### src/rtl/lsu_pkg.sv
// Shared definitions for the load/store unit: funct3 encodings, FSM states and
// the access-size helper.
package lsu_pkg;

  localparam logic [2:0] F3_B  = 3'b000;
  localparam logic [2:0] F3_H  = 3'b001;
  localparam logic [2:0] F3_W  = 3'b010;
  localparam logic [2:0] F3_BU = 3'b100;
  localparam logic [2:0] F3_HU = 3'b101;

  typedef enum logic [1:0] {
    IDLE  = 2'd0,
    BEAT0 = 2'd1,
    BEAT1 = 2'd2,
    RESP  = 2'd3
  } state_e;

  // Access size in bytes; illegal encodings fall into the word case and are
  // rejected separately by the decoder.
  function automatic logic [2:0] size_of(input logic [2:0] funct3);
    case (funct3)
      F3_B, F3_BU: size_of = 3'd1;
      F3_H, F3_HU: size_of = 3'd2;
      default:     size_of = 3'd4;
    endcase
  endfunction

endpackage

### src/rtl/lsu_align.sv
// Lane steering for the load/store unit: byte enables and write data for both
// beats, plus little-endian load merge with sign/zero extension.
module lsu_align
  import lsu_pkg::*;
(
  input  logic [1:0]  off,
  input  logic [2:0]  size,
  input  logic [2:0]  funct3,
  input  logic [31:0] wdata,
  input  logic [31:0] rdata0,
  input  logic [31:0] rdata1,
  output logic [3:0]  be0,
  output logic [3:0]  be1,
  output logic [31:0] wdata0,
  output logic [31:0] wdata1,
  output logic [31:0] rdata_ext
);

  logic [7:0]  lane_mask;
  logic [63:0] wide_w;
  logic [63:0] wide_r;
  logic [31:0] merged;

  // Treat the two words as one 8-lane window; the upper half is the second beat.
  always_comb begin
    lane_mask = ((8'd1 << size) - 8'd1) << off;
    be0       = lane_mask[3:0];
    be1       = lane_mask[7:4];
    wide_w    = {32'd0, wdata} << {off, 3'b000};
    wdata0    = wide_w[31:0];
    wdata1    = wide_w[63:32];
    wide_r    = {rdata1, rdata0} >> {off, 3'b000};
    merged    = wide_r[31:0];
    case (funct3)
      F3_B:    rdata_ext = {{24{merged[7]}}, merged[7:0]};
      F3_H:    rdata_ext = {{16{merged[15]}}, merged[15:0]};
      F3_BU:   rdata_ext = {24'd0, merged[7:0]};
      F3_HU:   rdata_ext = {16'd0, merged[15:0]};
      default: rdata_ext = merged;
    endcase
  end

endmodule

### src/rtl/lsu_mem_ctrl.sv
// Sequential load/store unit between the MEM stage and a word-organised RAM.
// Handshake: a request transfers on a rising edge where req_valid && req_ready.
module lsu_mem_ctrl
  import lsu_pkg::*;
#(
  parameter int XLEN           = 32,
  parameter int ADDR_W         = 10,
  parameter bit ALLOW_MISALIGN = 1'b1
) (
  input  logic              clk,
  input  logic              rst,
  input  logic              req_valid,
  output logic              req_ready,
  input  logic              req_we,
  input  logic [2:0]        req_funct3,
  input  logic [XLEN-1:0]   req_addr,
  input  logic [XLEN-1:0]   req_wdata,
  output logic              rsp_valid,
  output logic [XLEN-1:0]   rsp_rdata,
  output logic              rsp_err,
  output logic              mem_req,
  output logic              mem_we,
  output logic [ADDR_W-1:0] mem_addr,
  output logic [3:0]        mem_be,
  output logic [31:0]       mem_wdata,
  input  logic              mem_ack,
  input  logic [31:0]       mem_rdata
);

  state_e            state_q, state_d;
  logic [ADDR_W-1:0] word_q;
  logic [1:0]        off_q;
  logic [2:0]        f3_q;
  logic              we_q, misal_q, err_q;
  logic [31:0]       wdata_q, rdata0_q, res_q;

  logic [1:0]  req_off;
  logic [2:0]  req_size;
  logic        req_illegal, req_misal, req_oor, req_err, accept;
  logic [3:0]  be0, be1;
  logic [31:0] wdata0, wdata1, rdata_ext, merge_lo;

  always_comb begin
    req_off     = req_addr[1:0];
    req_size    = size_of(req_funct3);
    req_illegal = (req_funct3 == 3'b011) || (req_funct3[2:1] == 2'b11) ||
                  (req_we && req_funct3[2]);
    req_misal   = ({2'b00, req_off} + {1'b0, req_size}) > 4'd4;
    // No wrap-around: a split access starting in the last word is out of range.
    req_oor     = (req_addr[XLEN-1:ADDR_W+2] != '0) ||
                  (req_misal && (req_addr[ADDR_W+1:2] == {ADDR_W{1'b1}}));
    req_err     = req_illegal || req_oor || (req_misal && !ALLOW_MISALIGN);
    accept      = req_valid && (state_q == IDLE);
  end

  assign merge_lo = (state_q == BEAT1) ? rdata0_q : mem_rdata;

  lsu_align u_align (
    .off       (off_q),
    .size      (size_of(f3_q)),
    .funct3    (f3_q),
    .wdata     (wdata_q),
    .rdata0    (merge_lo),
    .rdata1    (mem_rdata),
    .be0       (be0),
    .be1       (be1),
    .wdata0    (wdata0),
    .wdata1    (wdata1),
    .rdata_ext (rdata_ext)
  );

  always_ff @(posedge clk) begin
    if (rst) begin
      state_q  <= IDLE;
      word_q   <= '0;
      off_q    <= '0;
      f3_q     <= '0;
      we_q     <= 1'b0;
      misal_q  <= 1'b0;
      err_q    <= 1'b0;
      wdata_q  <= '0;
      rdata0_q <= '0;
      res_q    <= '0;
    end else begin
      state_q <= state_d;
      if (accept) begin
        word_q  <= req_addr[ADDR_W+1:2];
        off_q   <= req_off;
        f3_q    <= req_funct3;
        we_q    <= req_we;
        misal_q <= req_misal;
        err_q   <= req_err;
        wdata_q <= req_wdata[31:0];
        res_q   <= '0;
      end
      if (state_q == BEAT0 && mem_ack) rdata0_q <= mem_rdata;
      if (mem_req && mem_ack && state_d == RESP) res_q <= we_q ? 32'd0 : rdata_ext;
    end
  end

  always_comb begin
    state_d   = state_q;
    req_ready = (state_q == IDLE);
    rsp_valid = (state_q == RESP);
    rsp_err   = (state_q == RESP) && err_q;
    rsp_rdata = (state_q == RESP) ? XLEN'(res_q) : '0;
    mem_req   = 1'b0;
    mem_we    = 1'b0;
    mem_addr  = '0;
    mem_be    = '0;
    mem_wdata = '0;
    case (state_q)
      IDLE:  if (req_valid) state_d = req_err ? RESP : BEAT0;
      BEAT0: begin
        mem_req   = 1'b1;
        mem_we    = we_q;
        mem_addr  = word_q;
        mem_be    = be0;
        mem_wdata = wdata0;
        if (mem_ack) state_d = misal_q ? BEAT1 : RESP;
      end
      BEAT1: begin
        mem_req   = 1'b1;
        mem_we    = we_q;
        mem_addr  = word_q + 1'b1;
        mem_be    = be1;
        mem_wdata = wdata1;
        if (mem_ack) state_d = RESP;
      end
      RESP:    state_d = IDLE;
      default: state_d = IDLE;
    endcase
  end

endmodule

### config.mk
export PLATFORM = sky130hd
export DESIGN_NAME = lsu_mem_ctrl
export DESIGN_NICKNAME = d
export VERILOG_FILES = /design/src/rtl/lsu_pkg.sv /design/src/rtl/lsu_align.sv /design/src/rtl/lsu_mem_ctrl.sv
export SDC_FILE = /design/constraint.sdc
export NUM_CORES = 1
export LEC_CHECK = 0
export CAP_MARGIN = 20
export CORE_ASPECT_RATIO = 0.7
export CORE_MARGIN = 3
export CORE_UTILIZATION = 27
export CTS_CLUSTER_DIAMETER = 60
export CTS_CLUSTER_SIZE = 25
export DETAILED_ROUTE_END_ITERATION = 10
export GPL_TIMING_DRIVEN = 0
export REMOVE_ABC_BUFFERS = 1
export SLEW_MARGIN = 25
export SYNTH_ARGS = -nofsm -noshare
export SYNTH_HDL_FRONTEND = slang
export SYNTH_SLANG_ARGS = --single-unit
export TNS_END_PERCENT = 1
### constraint.sdc
create_clock -name clk -period 3.15 [get_ports clk]
set_input_delay 0.945 -clock clk [delete_from_list [all_inputs] [get_ports clk]]
set_output_delay 0.945 -clock clk [all_outputs]
set_load 0.01 [all_outputs]
==> results.md, run 1 <==
- Synthesized-area fraction occupied by xor and xnor cells: less than 1%
- Kind of start point of the critical path: register
- Area growth from synthesis to layout: 44.9%
- Number of setup violations in the final report: 11
- CP arrival: 2360 ps
- Number of distinct standard cells referenced by the synthesized netlist: 54
- Clock slew seen by the registers of the worst setup and hold paths: 60 ps
- Iter 0 DRT Violations: 453
- DR DRC count: 0
- Clock latency on the worst-skew pair: 420 ps
- Hold Path Class: register to register
- Compound-Gate Fraction of Synth Area: 23.6%
- Setup repair after global routing missed its margin: yes
- Number of clock sinks seen by CTS: 116
- Multiplexer share of the synthesized area: 13.8%
- Final weighted congestion in routability-driven placement: around 0.78
- Post-route clock period utilization: 105%
- Fin Hold WS: 453 ps
- Relative slew margins: 42.7%
- Sum of negative setup slack: -706 ps
- Crit-path slowest cell: dfxtp_4
- Power density normalized to cell area: 683 mW/mm2
- Final routed wire length divided by cell count: around 18 um
- CTS HTree Levels: 4
- Buffers added on ports: 186
- Pin count of the biggest net entering global routing: 52
- WL met3: 1890 um
- DRT antenna net count: 0
- Total die area: 0.0288 mm2
- Syn. warnings: 0
- Dominant combinational cell family by area after synthesis: compound AO/OA/AOI/OAI gates
- Synth async-reset ratio: 0%
- Cell types with the largest area share after synthesis: dfxtp_1, nand2_1, a21oi_1, mux2_2, mux4_2
- Worst reg2reg path startpoint: state_q[0]
- Wire length of the first global-routing pass: just over 40000 um
- DR vias/cell: 5.11
- Cell repeated most along the worst path: buf_4
- Number of primary I/O pins: about 190
- Synth Area in Simple Gates: between 20 and 25%
- Proportion of synthesized chip area in sequential cells: 32.2%
- Iteration count of the initial detailed-routing pass: 5
- Critical Path Max Stage Delay: 380 ps
- Initial core utilization: 27.8%
- Standard-cell row count: 49
- Overall overflow remaining after global route: 0
- Die width: 201 um
- Syn avg cell area: just under 8 um2
- Via count of the first global-routing pass: 7152
- Minimum setup slack after placement: -1560 ps
- Kind of critical path: register to output pin
- Max cap viols: 0
- Routed length on met1: 12900 um
- Kind of end point of the critical path: output pin
- Launch point of the worst path: state_q[0]
- Total inserted antenna cells: 0
- Main flop type after synthesis: dfxtp_1
- Critical Path Fanout Max: 5
- EDFF count, synth: 0
- Flop2flop setup slack: about 220 ps
- Clock period minus worst slack: 3310 ps
- Final #Nets: 1211
- Global routing usage summed across all routing layers: 18.0%
- WP data required: roughly 2200 ps
- Register bit total from synthesis: 116
- Total CTS buffers: 17
- Antenna violations before repair: 0
- Final Skew: 15.0 ps
- Outcome: complete, but fails checks
- Half-perimeter wire length of the detailed placement result: between 15000 and 20000 um
- Buffer depth of the longest clock path: 2
- Uppermost routed layer: met4
- Crit path capture: mem_wdata[22]
- Overall die height: 143 um
- Number of hold violations in the final report: 0
- Critical R2R Capture: res_q[17]
- Violations in the final reports: setup timing
- Worst path cell trace: inv_2 -> ha_4 -> clkinvlp_4 -> nor2_4 -> and3_4 -> buf_4 -> buf_4 -> a22o_1 -> dlygate4sd2_1
- Final wirelength: 26400 um
- Final-report max-slew violation count: 0
- Vias post-DR: ~7500
- Smallest setup slack after layout: -156 ps
- Worst Tran Pin Value: between 800 and 900 ps
- Post-synthesis instance area: a little over 0.007 mm2
- Fraction of layout cells with a size suffix above 1: around a fifth
- Proportion of netlist area held by the largest area contributor: roughly 32%
- Core area: roughly 0.026 mm2
- Adder-Cell Fraction of Synth Area: 2.18%
- Synth Instances: 923
- Highest clock rate: a little over 300 MHz
- Met2 wire length: 11200 um
- Cells on worst reg2reg path: 9
- Static leakage: 0.00391 uW
- Clock root buffer: clkbuf_16
- TritonCTS clock tree: built
- Cell accounting for the most synthesized area: dfxtp_1
- Maximum vdd drop: between 0.3 and 0.4 mV
[flip-flops by register name, summed over array words and instances, names as in the netlist]
signal,cells
word_q,10
we_q,1
rdata0_q,32
f3_q,3
wdata_q,32
res_q,32
off_q,2
misal_q,1
state_q,2
err_q,1
[kinds of logic after synthesis]
kind of cell | after synthesis
buffers and inverters | 101
flip-flops | 116
XOR/XNOR | 1
AO/OA/AOI/OAI | 246
AND/OR/NAND/NOR | 371
adder cells (fa/ha/maj) | 12
multiplexers | 76
[area by class of cell]
cell class	instances	area, um2
Fill cell	2636	15500
Multi-Input combinational cell	706	4700
Sequential cell	116	2350
Timing Repair Buffer	227	2290
Clock buffer	21	460
Tap cell	357	447
Inverter	27	115
Clock inverter	11	101
[Yosys cell counts (2+ instances only)]
library cell,instances
a211oi_1,2
buf_4,3
a22oi_1,2
or4_1,2
a21bo_2,2
nand2b_1,9
nor3_1,3
mux2i_1,25
inv_1,27
a21oi_1,88
a31oi_1,8
nor2_1,57
mux4_2,15
o32ai_2,10
clkbuf_1,53
o21a_1,2
nor2b_1,3
nand2_1,225
dfxtp_1,116
buf_6,2
or2_2,3
buf_2,11
buf_1,5
o32ai_1,7
a22o_1,26
o211ai_1,2
mux2_2,36
nand4_1,3
nand3_1,4
and2_1,45
o22ai_1,43
and3_1,10
o211a_1,2
nor4_1,5
o31a_1,15
o21ai_0,24
ha_1,11
[worst min-delay path by stage]
stage,depth (start not counted),endpoint,start,slack [ps]
global route,2,res_q[21],res_q[21],460
CTS,2,rdata0_q[16],rdata0_q[16],450
finish,2,rdata0_q[5],rdata0_q[5],450
detailed placement,2,rdata0_q[16],rdata0_q[16],440
floorplan,2,res_q[16],res_q[16],430
global placement,2,rdata0_q[29],rdata0_q[29],440
[cells in the final DEF (no fill, tap or decap), types with 4 or more instances in the layout]
cell type        netlist  routed
mux4_2                15      15
nand2_4                0       5
a21oi_1               88      87
dlygate4sd2_1          0      16
inv_1                 27      21
o22ai_1               43      42
mux2_2                36      36
dfxtp_4                0       6
dfxtp_1              116     109
buf_6                  2       5
o32ai_1                7       6
and2_1                45      42
a22o_1                26      26
nor4_1                 5       5
nor2_1                57      54
clkbuf_16              0      17
clkinvlp_4             0       5
buf_4                  3      28
clkdlybuf4s15_1        0       4
mux2i_1               25      25
nand2_1              225     218
dlymetal6s2s_1         0       6
nand2b_1               9       6
o21ai_0               24      18
clkbuf_2               0      12
o31a_1                15      15
ha_4                   0       5
buf_12                 0       5
nand3_1                4       4
o21ai_1                0       6
o32ai_2               10      11
a31oi_1                8       8
clkdlybuf4s50_1        0     138
clkdlybuf4s15_2        0       4
and3_1                10       9
ha_1                  11       4
[power by group]
| group | switching, uW | internal [uW] | total, uW |
|---|---|---|---|
| Clock | 752 | 1130 | 1880 |
| Sequential | 222 | 1710 | 1930 |
| Combinational | 1870 | 1460 | 3330 |
[through the flow]
| step | instances | utilization, % | power, uW | instance area [um2] |
|---|---|---|---|---|
| 2_1_floorplan | 849 | - | 3640 | 6900 |
| 3_3_place_gp | 1392 | 35.4 | 4620 | 9210 |
| 3_5_place_dp | 1398 | 36.0 | 4710 | 9370 |
| 4_1_cts | 1461 | 40.0 | 7080 | 10400 |
| 5_1_grt | 1465 | 40.2 | 7560 | 10500 |
| 6_report | 1465 | 40.2 | 7150 | 10500 |
[worst max-delay path, delay by kind of cell, from the launching register on]
kind / cells / cell delay [ps]
simple gates: 2 / 390
buf+inv: 5 / 730
flops: 1 / 380
compound gates: 1 / 150
fa+ha+maj: 1 / 300
[layer usage]
layer	global-route usage (%)	vias up
li1	-	3614
met1	26.1	3563
met2	26.8	282
met3	4.58	30
met4	4.51	0
met5	0	-
[repair_timing]
item,4_1_cts,5_1_grt
buffers inserted,29,3
pin swaps,13,6
hold buffers,0,0
gates resized for setup,119,47
gates cloned,2,0
endpoints found under the setup margin,113,76
No activity file was read; power rests on OpenSTA's default activity.
==> run 2, diff against run 1 <==
--- a/config.mk
+++ b/config.mk
@@ -18,4 +18,3 @@
 export SYNTH_ARGS = -nofsm -noshare
 export SYNTH_HDL_FRONTEND = slang
 export SYNTH_SLANG_ARGS = --single-unit
-export TNS_END_PERCENT = 1
==> constraint.sdc (replaced) <==
create_clock -name clk -period 3.15 [get_ports clk]
set_input_delay 0.945 -clock clk [delete_from_list [all_inputs] [get_ports clk]]
set_output_delay 0.945 -clock clk [all_outputs]
set_load 0.005 [all_outputs]
==> run 2 against run 1 <==
Effect of this change: the flow still finishes with violations (setup timing); critical path type unchanged; die area did not move; global-route usage rose by 0.41 points; critical endpoint is now mem_wdata[19]; wire length rose by 3.6%.
==> results.md, run 2 (synthesis results as in run 1) <==
- Number of hold violations in the final report: 0 (unchanged)
- Wire length of the first global-routing pass: 42100 um (+2.4%)
- Half-perimeter wire length of the detailed placement result: 17500 um (unchanged)
- Final-report max-slew violation count: 0 (unchanged)
- Post-route clock period utilization: 105% (-0.31 points)
- Number of clock sinks seen by CTS: 116 (unchanged)
- DR vias/cell: 5.10 (-0.22%)
- Kind of cell with the highest combined delay on the critical path: buffers and inverters
- Core area: 0.0260 mm2 (unchanged)
- Launch point of the worst path: state_q[1]
- Vias post-DR: 7641 (+2.0%)
- Maximum vdd drop: 0.340 mV (+3.4%)
- Crit-path slowest cell: dfxtp_4
- Clock slew seen by the registers of the worst setup and hold paths: 60 ps (about the same)
- Final wirelength: 27400 um (+3.6%)
- Global routing usage summed across all routing layers: 18.4% (+0.41 points)
- Kind of end point of the critical path: output pin
- Fin Hold WS: 453 ps (+0.294 ps)
- Worst reg2reg path startpoint: off_q[0]
- Worst path cell trace: inv_4 -> ha_4 -> clkinvlp_4 -> nor2_4 -> buf_6 -> and3_4 -> buf_6 -> buf_6 -> buf_6 -> a22o_1 -> buf_2
- Hold buffers post-CTS: 0 (unchanged)
- Kind of critical path: register to output pin
- Kind of start point of the critical path: register
- Via count of the first global-routing pass: 7323 (+2.4%)
- Overall overflow remaining after global route: 0 (unchanged)
- Outcome: complete, but fails checks
- Number of setup violations in the final report: 6 (-5)
- Smallest setup slack after layout: -146 ps (+9.72 ps)
- Final #Nets: 1244 (+2.7%)
- DR DRC count: 0 (unchanged)
- Number of buffers and inverters on the critical path: 7 (+2)
- Final weighted congestion in routability-driven placement: 0.780 (unchanged)
- Critical Path Max Stage Delay: 380 ps (about the same)
- Violations in the final reports: setup timing
- Final Skew: 18.9 ps (+3.95 ps)
- Crit path capture: mem_wdata[19]
- Highest clock rate: 303 MHz (+0.29%)
- Cells on worst reg2reg path: 7 (-2)
- Instance count on the critical path: 11 (+2)
- Overall die height: 143 um (unchanged)
- TritonCTS clock tree: built
- Iter 0 DRT Violations: 532 (+17%)
- Critical R2R Capture: res_q[12]
- Total CTS buffers: 17 (unchanged)
- Fraction of layout cells with a size suffix above 1: 23.0% (+4.3 points)
- Buffer depth of the longest clock path: 2 (unchanged)
- Worst Tran Pin Value: 861 ps (+10.8 ps)
- Initial core utilization: 27.8% (unchanged)
- Flop2flop setup slack: 360 ps (+140 ps)
- Pin count of the biggest net entering global routing: 52 (unchanged)
- Worst Min Path Start: res_q[21]
- Total inserted antenna cells: 0 (unchanged)
- Static leakage: 0.00426 uW (+8.9%)
- Die width: 201 um (unchanged)
- Most frequent cells in the layout: nand2_1, clkdlybuf4s50_1, dfxtp_1
- Standard-cell row count: 49 (unchanged)
- CTS HTree Levels: 4 (unchanged)
- Setup repair after global routing missed its margin: yes
- Relative slew margins: 42.6% (-0.12 points)
- Power density normalized to cell area: 689 mW/mm2 (+0.84%)
- Clock period minus worst slack: 3300 ps (-9.72 ps)
- Minimum setup slack after placement: -1520 ps (+34.9 ps)
- Hold Path Class: register to register
- Area growth from synthesis to layout: 52.7%
- Total die area: 0.0288 mm2 (unchanged)
- Final core occ: 42.4% (+2.2 points)
- Final routed wire length divided by cell count: 18.3 um (+1.3%)
- DRT antenna net count: 0 (unchanged)
- Largest regs: rdata0_q: 32 flops, res_q: 32 flops, wdata_q: 32 flops
- Max cap viols: 0 (unchanged)
- Clock latency on the worst-skew pair: 430 ps (about the same)
- Critical Path Fanout Max: 4 (-1)
- WP data required: 2200 ps (about the same)
- Antenna violations before repair: 0 (unchanged)
- Buffers added on ports: 186 (unchanged)
- Number of primary I/O pins: 187 (unchanged)
- Iteration count of the initial detailed-routing pass: 5 (unchanged)
- Most frequent standard cell in the layout excluding fill and tap cells: nand2_1
- Cell repeated most along the worst path: buf_6
- Clock root buffer: clkbuf_16
- CP arrival: 2350 ps (about the same)
- Total power of the final layout: 7590 uW (+6.2%)
run 2: changes by cell type in the layout (fill, tap and decap cells not counted), sizes merged:
cell	before	now
clkdlybuf4s15	8	1
dlymetal6s2s	6	11
dlygate4sd2	16	17
clkdlybuf4s50	138	140
clkbuf	33	25
buf	45	85
run 2: metal layers:
layer	track usage (%)	part of all wire, %
met4	5.06	1.6
met1	26.4	48
met2	27.6	43
met5	0	0
met3	4.76	7.0
run 2: cell type report:
cell class | count | area (um2)
clock buffers | 21 | 460
flip-flops and latches | 116 | 2350
clock inverters | 11 | 101
multi-input cells | 706 | 4880
inverters | 27 | 120
repair buffers | 260 | 2660
fillers | 2570 | 15000
well taps | 357 | 447
run 2: metrics by stage:
stage               instance area, um2  instances  TNS, ps
floorplan                         6900        849   -63200
global placement                  9210       1392  -276100
detailed placement                9370       1398   -55860
CTS                              10700       1486    -2530
global route                     11000       1498    -1190
finish                           11000       1498     -433
run 2: worst min path at each step:
| stage | to | cells after the start |
|---|---|---|
| after floorplan | res_q[16] | 2 |
| after global placement | rdata0_q[29] | 2 |
| final | res_q[21] | 2 |
| after global routing | res_q[21] | 2 |
| after CTS | rdata0_q[16] | 2 |
| after detailed placement | rdata0_q[16] | 2 |
run 2: report_power, final:
group	switching (uW)	internal (uW)	total, uW
Sequential	207	1710	1920
Clock	762	1130	1890
Combinational	2030	1740	3780
Total	3000	4590	7590
run 2: timing repair:
action | 4_1_cts | 5_1_grt
pin swaps | 19 | 20
endpoints found under the hold margin | 0 | 0
resized for setup | 135 | 81
cloned | 3 | 0
setup buffers | 53 | 12
setup endpoints to repair | 110 | 97
run 2: worst register-to-register path: cells and delay by family, from the launching register on:
kind                   cells  cell delay (ps)
buffers and inverters      2              390
and+or+nand+nor            3             1560
DFF                        1              410
AOI/OAI and AO/OA          2              370
==> run 3, diff against run 2 <==
--- a/config.mk
+++ b/config.mk
@@ -7,7 +7,6 @@
 export LEC_CHECK = 0
 export CAP_MARGIN = 20
 export CORE_ASPECT_RATIO = 0.7
-export CORE_MARGIN = 3
 export CORE_UTILIZATION = 27
 export CTS_CLUSTER_DIAMETER = 60
 export CTS_CLUSTER_SIZE = 25
==> constraint.sdc (replaced) <==
create_clock -name clk -period 3.5 [get_ports clk]
set_input_delay 1.05 -clock clk [delete_from_list [all_inputs] [get_ports clk]]
set_output_delay 1.05 -clock clk [all_outputs]
set_load 0.005 [all_outputs]
==> run 3 against run 2 <==
Effect of this change: the run now ends clean; power fell by 16%; flip-flop and latch count unchanged; non-clock buffer count decreased by 28; design area shrank 3.9%; cell count shrank 1.9%; global-route usage grew 0.85 points; combinational power shrank 20%; setup slack improved by 210 ps.
==> results.md, run 3 (synthesis results as in run 1) <==
- Outcome: finished clean
- Iteration count of the initial detailed-routing pass: 5 (unchanged)
- Number of buffers and inverters on the critical path: 3 (-4)
- Max cap viols: 0 (unchanged)
- WP data required: 2450 ps (+250 ps)
- Kind of cell with the highest combined delay on the critical path: adder cells
- TritonCTS clock tree: built
- Fin Hold WS: 452 ps (-1.41 ps)
- Maximum vdd drop: 0.326 mV (-4.0%)
- Number of fill cells: 2599 (+1.1%)
- Kind of end point of the critical path: output pin
- Pin count of the biggest net entering global routing: 50 (-3.8%)
- Critical Path Max Stage Delay: 370 ps (about the same)
- Final-report max-slew violation count: 0 (unchanged)
- Global routing usage summed across all routing layers: 19.3% (+0.85 points)
- Final non-filler cell total: 1470 (-1.9%)
- Die width: 197 um (-2.0%)
- Post-route clock period utilization: 98.0%
- Largest regs: rdata0_q: 32 flops, res_q: 32 flops, wdata_q: 32 flops
- Static leakage: 0.00386 uW (-9.5%)
- Number of hold violations in the final report: 0 (unchanged)
- Final core occ: 40.8% (-1.6 points)
- Total CTS buffers: 17 (unchanged)
- CTS HTree Levels: 4 (unchanged)
- Total placed instance area: 0.00936 mm2 (about the same)
- Wire length of the first global-routing pass: 40900 um (-2.9%)
- Final Skew: 9.78 ps (-9.12 ps)
- Standard-cell row count: 49 (unchanged)
- Relative slew margins: 31.9% (-11 points)
- Via count of the first global-routing pass: 7092 (-3.2%)
- Crit-path slowest cell: dfxtp_4
- Cell repeated most along the worst path: ha_4
- Clock root buffer: clkbuf_16
- Clock latency on the worst-skew pair: 420 ps (about the same)
- Number of primary I/O pins: 187 (unchanged)
- Setup repair after global routing missed its margin: yes
- DRT antenna net count: 0 (unchanged)
- Final routed wire length divided by cell count: 18.1 um (-1.1%)
- Clock slew seen by the registers of the worst setup and hold paths: 60 ps (about the same)
- Core area: 0.0259 mm2 (-0.24%)
- Worst path cell trace: nor2_4 -> clkinvlp_4 -> ha_4 -> inv_4 -> ha_4 -> mux2i_1 -> o21ai_1 -> o32ai_2 -> and2_4 -> buf_6
- Kind of critical path: register to output pin
- Total power of the final layout: 6370 uW (-16%)
- Worst Tran Pin Value: 1020 ps (+161 ps)
- Half-perimeter wire length of the detailed placement result: 17200 um (-1.7%)
- Area growth from synthesis to layout: 46.7%
- Highest clock rate: about 290 MHz
- Most frequent cells in the layout: nand2_1, clkdlybuf4s50_1, dfxtp_1
- Number of placed instances with taps included: 1398 (unchanged)
- Register cell area after layout: 0.00235 mm2 (-0.11%)
- Iter 0 DRT Violations: 512 (-3.8%)
- Buffers added on ports: 186 (unchanged)
- Total inserted antenna cells: 0 (unchanged)
- Final wirelength: 26600 um (-2.9%)
- Number of setup violations in the final report: 0 (-6)
- Critical Path Fanout Max: 5 (+1)
- Initial core utilization: 27.8% (+0.066 points)
- Vias post-DR: 7459 (-2.4%)
- Number of clock sinks seen by CTS: 116 (unchanged)
- Power density normalized to cell area: 601 mW/mm2 (-13%)
- DR DRC count: 0 (unchanged)
- Kind of start point of the critical path: register
- Clock period minus worst slack: 3430 ps
- CP arrival: 2380 ps (+30 ps)
- Fraction of layout cells with a size suffix above 1: 17.3% (-5.6 points)
- Hold Path Class: register to register
- Buffer depth of the longest clock path: 2 (unchanged)
- Combined area of the multi-input logic cells: 0.00469 mm2 (-3.7%)
- Final weighted congestion in routability-driven placement: 0.810 (+3.8%)
- Total die area: 0.0274 mm2 (-4.7%)
- Most frequent standard cell in the layout excluding fill and tap cells: nand2_1
- Final #Nets: 1216 (-2.3%)
- Overall die height: 139 um (-2.8%)
- Cell area after layout: 0.0106 mm2 (-3.9%)
- Antenna violations before repair: 0 (unchanged)
- DR vias/cell: 5.07 (-0.52%)
- Overall overflow remaining after global route: 0 (unchanged)
-- run 3: worst min-delay path: stages (launching register included) --
cell,delay [ps]
dfxtp_1,310
nand2_1,50
a21oi_1,50
-- run 3: final cells by class --
type	instances	area share (%)
Clock buffer	21	4.35
Tap cell	357	4.22
Inverter	27	1.11
Clock inverter	11	0.757
Sequential cell	116	22.2
Timing Repair Buffer	232	23.0
Multi-Input combinational cell	706	44.4
-- run 3: final timing paths --
check / from / endpoint / slack, ps / cells after the start
max: f3_q[0] / mem_be[1] / 70 / 10
min: rdata0_q[10] / rdata0_q[10] / 450 / 2
max reg2reg: state_q[0] / res_q[18] / 290 / 8
min reg2reg: rdata0_q[10] / rdata0_q[10] / 450 / 2
-- run 3: metal layers --
layer,up-vias,GRT usage [%],part of all wire [%]
met2,285,28.1,43
met3,26,5.25,8.0
met5,-,0,0
met4,0,5.43,1.3
li1,3619,-,-
met1,3529,27.6,47
-- run 3: timing repair --
action	in CTS	in global routing
endpoints found under the setup margin	63	72
gates cloned	2	0
hold buffers	0	0
pin swaps	8	17
endpoints found under the hold margin	0	0
buffers inserted	25	13
resized for setup	44	39
-- run 3: where the power goes --
part	internal (uW)	switching, uW
clock network	940	667
logic	1360	1660
registers	1540	191
-- run 3: stage by stage --
step | TNS (ps) | setup slack (ps)
6_report | 0 | 68.7
5_1_grt | -30.3 | -21.5
4_1_cts | -275 | -28.4
3_5_place_dp | -37920 | -1270
3_3_place_gp | -242510 | -2850
2_1_floorplan | -43910 | -1120
